[src/rtl/mp_add_pkg.sv]
// Shared constants and FSM state type for the multi-precision add/subtract controller.
package mp_add_pkg;
    localparam int WORD_W = 16;

    typedef enum logic [1:0] {IDLE, RUN, DONE} mp_state_t;
endpackage

[src/rtl/select_adder.sv]
// 16-bit carry-select adder: low byte ripples, high byte is precomputed for both carry-ins.
module select_adder
    import mp_add_pkg::*;
(
    input  logic [WORD_W-1:0] a,
    input  logic [WORD_W-1:0] b,
    input  logic              ci,
    output logic [WORD_W-1:0] sum,
    output logic              co
);
    localparam int HALF = WORD_W / 2;

    logic [HALF:0] lo;
    logic [HALF:0] hi0;
    logic [HALF:0] hi1;

    always_comb begin
        lo  = {1'b0, a[HALF-1:0]} + {1'b0, b[HALF-1:0]} + {{HALF{1'b0}}, ci};
        hi0 = {1'b0, a[WORD_W-1:HALF]} + {1'b0, b[WORD_W-1:HALF]};
        hi1 = {1'b0, a[WORD_W-1:HALF]} + {1'b0, b[WORD_W-1:HALF]} + {{HALF{1'b0}}, 1'b1};
        // Low-half carry picks which precomputed upper half is used.
        if (lo[HALF]) begin
            sum = {hi1[HALF-1:0], lo[HALF-1:0]};
            co  = hi1[HALF];
        end else begin
            sum = {hi0[HALF-1:0], lo[HALF-1:0]};
            co  = hi0[HALF];
        end
    end
endmodule

[src/rtl/mp_add_ctrl.sv]
// Multi-precision add/subtract, one 16-bit word per cycle through a single select_adder.
// Optional signed-overflow output enabled by defining MP_ADD_OVF_EN.
module mp_add_ctrl
    import mp_add_pkg::*;
#(
    parameter int WORDS = 2
) (
    input  logic                    Clk,
    input  logic                    Reset,
    input  logic                    start_valid,
    output logic                    start_ready,
    input  logic [WORD_W*WORDS-1:0] A,
    input  logic [WORD_W*WORDS-1:0] B,
    input  logic                    sub,
    input  logic                    cin,
    output logic                    res_valid,
    input  logic                    res_ready,
    output logic [WORD_W*WORDS-1:0] S,
    output logic                    cout,
`ifdef MP_ADD_OVF_EN
    output logic                    ovf,
`endif
    output logic                    busy,
    output mp_state_t               dbg_state
);
    // Handshakes: a transfer happens on a rising edge where valid && ready are both 1.
    // start_ready is high only in IDLE and res_valid only in DONE, so the two never overlap.
    localparam int IDX_W = (WORDS > 1) ? $clog2(WORDS) : 1;

    mp_state_t state, state_nxt;

    logic [WORDS-1:0][WORD_W-1:0] a_q, b_q, s_q;
    logic [IDX_W-1:0]             idx_q;
    logic                         carry_q;
    logic                         cout_q;
    logic                         start_fire;
    logic                         last_word;
    logic [WORD_W-1:0]            add_sum;
    logic                         add_co;
`ifdef MP_ADD_OVF_EN
    logic                         ovf_q;
`endif

    select_adder u_add (
        .a   (a_q[idx_q]),
        .b   (b_q[idx_q]),
        .ci  (carry_q),
        .sum (add_sum),
        .co  (add_co)
    );

    assign start_ready = (state == IDLE) && !Reset;
    assign start_fire  = start_valid && start_ready;
    assign last_word   = (idx_q == IDX_W'(WORDS - 1));
    assign res_valid   = (state == DONE);
    assign busy        = (state != IDLE);
    assign S           = s_q;
    assign cout        = cout_q;
    assign dbg_state   = state;
`ifdef MP_ADD_OVF_EN
    assign ovf         = ovf_q;
`endif

    always_ff @(posedge Clk or posedge Reset) begin
        if (Reset) state <= IDLE;
        else       state <= state_nxt;
    end

    always_comb begin
        state_nxt = state;
        case (state)
            IDLE:    if (start_fire) state_nxt = RUN;
            RUN:     if (last_word)  state_nxt = DONE;
            DONE:    if (res_ready)  state_nxt = IDLE;
            default: state_nxt = IDLE;
        endcase
    end

    always_ff @(posedge Clk or posedge Reset) begin
        if (Reset) begin
            a_q     <= '0;
            b_q     <= '0;
            s_q     <= '0;
            idx_q   <= '0;
            carry_q <= 1'b0;
            cout_q  <= 1'b0;
`ifdef MP_ADD_OVF_EN
            ovf_q   <= 1'b0;
`endif
        end else if (state == IDLE) begin
            if (start_fire) begin
                // Subtraction is A + ~B + 1: invert B once here and seed the carry.
                a_q     <= A;
                b_q     <= sub ? ~B : B;
                carry_q <= sub ? 1'b1 : cin;
                idx_q   <= '0;
            end
        end else if (state == RUN) begin
            s_q[idx_q] <= add_sum;
            carry_q    <= add_co;
            idx_q      <= idx_q + 1'b1;
            if (last_word) begin
                cout_q <= add_co;
`ifdef MP_ADD_OVF_EN
                ovf_q  <= (a_q[WORDS-1][WORD_W-1] == b_q[WORDS-1][WORD_W-1]) &&
                          (add_sum[WORD_W-1] != a_q[WORDS-1][WORD_W-1]);
`endif
            end
        end
    end
endmodule

[config.mk]
export PLATFORM = sky130hd
export DESIGN_NAME = mp_add_ctrl
export DESIGN_NICKNAME = d
export VERILOG_FILES = /design/src/rtl/mp_add_pkg.sv /design/src/rtl/select_adder.sv /design/src/rtl/mp_add_ctrl.sv
export SDC_FILE = /design/constraint.sdc
export NUM_CORES = 1
export LEC_CHECK = 0
export CAP_MARGIN = 20
export CORE_MARGIN = 2
export CORE_UTILIZATION = 30
export DETAILED_ROUTE_END_ITERATION = 12
export PLACE_DENSITY = 0.62
export SYNTH_ARGS = -nofsm -noshare
export SYNTH_HDL_FRONTEND = slang
export SYNTH_SLANG_ARGS = --single-unit
[constraint.sdc]
create_clock -name Clk -period 3.5 [get_ports Clk]
set_input_delay 0.35 -clock Clk [delete_from_list [all_inputs] [get_ports Clk]]
set_output_delay 0.35 -clock Clk [all_outputs]
set_load 0.1 [all_outputs]
==> impl_metrics.tcl <==
set metrics [dict create \
    outcome "complete, no violations" \
    synthArstFlopShare 1.00 \
    dieArea_um2 18700 \
    grt-ovfl-total 0 \
    root_buffer "clkbuf_16" \
    period_needed_ns 3.11 \
    fp.dieH_um 137 \
    nFillCells 1711 \
    crit_fanout 16 \
    syn_area_um2 5280 \
    drive_gt1_frac 0.116 \
    worst_slew_pin_slew_ns 1.02 \
    synth_top_area_cell "dfrtp_1" \
    place_ws_ns 0.189 \
    cap_violations 0 \
    ioPinCount 108 \
    synth_common_cells "nand2_1 (174), dfrtp_1 (101), o21ai_0 (58)" \
    grt_pass1_wl_mm 20.3 \
    drt_wl_total_mm 12.3 \
    report.final.slew_viol_count 0 \
    globalplace.congestion 0.849 \
    cts.sinks 101 \
    r2r-start "idx_q$_DFFE_PP0P_" \
    cts_max_path_buffers 2 \
    port_buffers 107 \
    yosysSeqAreaShare 0.479 \
    grt_pass1_vias 3851 \
    fin_setup_tns_ns 0 \
    synth_area_leaders "dfrtp_1 (48%), nand2_1 (12%), mux2_2 (6.6%)" \
    synth_ff_type "dfrtp_1" \
    fin_crit_sh 0.889 \
    drtIter0Drc 195 \
    rsz0062_at_grt "false" \
    worstSkewPairLatency_ns 0.35 \
    worstSetupPathType "reg2reg" \
    cp.required_ns 3.72 \
    cts_tree "yes" \
    synth_cells 558 \
    yosys_warnings 0 \
    drc 0 \
    setup_slack_ns 0.390 \
    start_util 0.306 \
    cts_made_buffers 9 \
    end_kind "register" \
    r2r_end "carry_q$_DFFE_PP0P_" \
    syn_nets 647 \
    r2r_cells 10 \
    maxSlewHeadroom 0.318 \
    arrival_ns 3.33 \
    clk_pin_slew_ns 0.07 \
    yosysMostFrequentCell "nand2_1" \
    syn_avg_cell_area_um2 9.46 \
    coreArea_um2 17200 \
    synth_top_area_frac 0.479 \
    diodes 0 \
    ys_ff_latch 101 \
    fin_nets 746 \
    core.rowCount 48 \
    min_path_type "in2async" \
    setup_viol 0 \
    synth-edff-count 0 \
    layout.cells.non_filler 887 \
    synth_cell_types 47 \
    fmax_mhz 322 \
    drt_first_pass_iters 4 \
    fp.dieW_um 137 \
    place_inst 871 \
    r2r_slack_ns 0.39 \
    via_count 3947 \
    hold_viol_final 0 \
    viasPerCell 4.45 \
    postRouteAntennaNets 0 \
    start_kind "register" \
    finClkSkew_ns 0.00801 \
    grt.total_usage 0.143 \
    cts_max_level 3 \
    grt_max_degree 54 \
    antenna_found_initial 0 \
    post_drt_wl_per_cell_um 13.9 \
    area_growth_syn_to_layout_pct 31.1 \
    dp_hpwl_mm 9.44 \
]
per-stage QoR:
step | area [um2] | hold slack [ns] | util
6_report | 6920 | 0.452 | 0.401
5_1_grt | 6920 | 0.490 | 0.401
4_1_cts | 6920 | 0.475 | 0.401
3_5_place_dp | 6590 | 0.458 | 0.382
3_3_place_gp | 6590 | 0.455 | 0.382
2_1_floorplan | 5280 | 0.436 | -
sequential cells by signal (all words and copies together) (netlist names):
signal     flops
S             32
a_q           32
b_q           32
carry_q        1
cout           1
dbg_state      2
idx_q          1
layout make-up:
cell class	count	area (um2)	area share
clock buffer	11	243	0.0351
clock inverter	5	83.8	0.0121
inverter	8	32.5	0.00470
multi-input combinational	419	2600	0.376
sequential	101	2530	0.366
tap	225	282	0.0407
timing repair buffer	118	1150	0.166
worst max-delay path: stages (launching register included):
cell,delay [ns]
dfrtp_2,0.57
buf_4,0.30
mux2_2,0.40
fa_1,0.46
and3_4,0.19
o21ai_2,0.16
a21oi_1,0.11
a211oi_2,0.27
nand4_1,0.16
xnor2_1,0.26
a21oi_1,0.10
metal layers:
layer	wire length, um	vias up	track usage
met5	0	-	0
met3	677	7	0.0407
met2	4830	111	0.190
met4	102	0	0.0295
li1	-	2049	-
met1	6710	1780	0.225
layout by cell type, fill, tap and decap left out, types with 3 or more instances in the layout:
cell             netlist  final
fa_1                   3      3
xnor2_1               37     37
a21o_1                 4      4
nand2_1              174    173
o21ai_0               58     58
a21oi_1                8      8
clkbuf_16              0      9
clkdlybuf4s50_1        0    105
nor3b_1                4      4
mux2i_1                4      4
nor2_1                 7      6
inv_1                  8      7
dfrtp_1              101    100
buf_4                  0     12
nand3_1                5      5
xor2_1                10     10
o21ai_1               10     10
nand2b_1               7      7
nor3_1                 5      5
nor2b_1                3      3
ha_1                  16     16
mux2_2                31     31
repair_timing:
item / CTS / global route
resized for setup: 0 / 1
setup buffers: 0 / 0
endpoints found under the setup margin: 0 / 4
hold buffers: 0 / 0
worst max path at each step:
stage               slack, ns             endpoint                      from
CTS                      0.18  carry_q$_DFFE_PP0P_         idx_q$_DFFE_PP0P_
global placement         0.28  carry_q$_DFFE_PP0P_         idx_q$_DFFE_PP0P_
floorplan                0.17  a_q[21]$_DFFE_PP0P_  dbg_state[0]$_DFFE_PP0P_
global route             0.18  carry_q$_DFFE_PP0P_         idx_q$_DFFE_PP0P_
finish                   0.39  carry_q$_DFFE_PP0P_         idx_q$_DFFE_PP0P_
detailed placement       0.19  carry_q$_DFFE_PP0P_         idx_q$_DFFE_PP0P_
cell families (layout without fill, tap and decap cells):
family | count (synthesis) | in the layout | synth area share
and+or+nand+nor | 218 | 218 | 0.178
DFF | 101 | 101 | 0.479
AOI/OAI and AO/OA | 99 | 99 | 0.110
xor gates and xnor gates | 48 | 48 | 0.0811
buffers and inverters | 38 | 142 | 0.0289
muxes | 35 | 35 | 0.0737
adders and majority gates | 19 | 19 | 0.0493
Power is left out: the tool's default activity adds up to more than one toggle a clock period on the data nets, which glitch-free logic cannot reach.
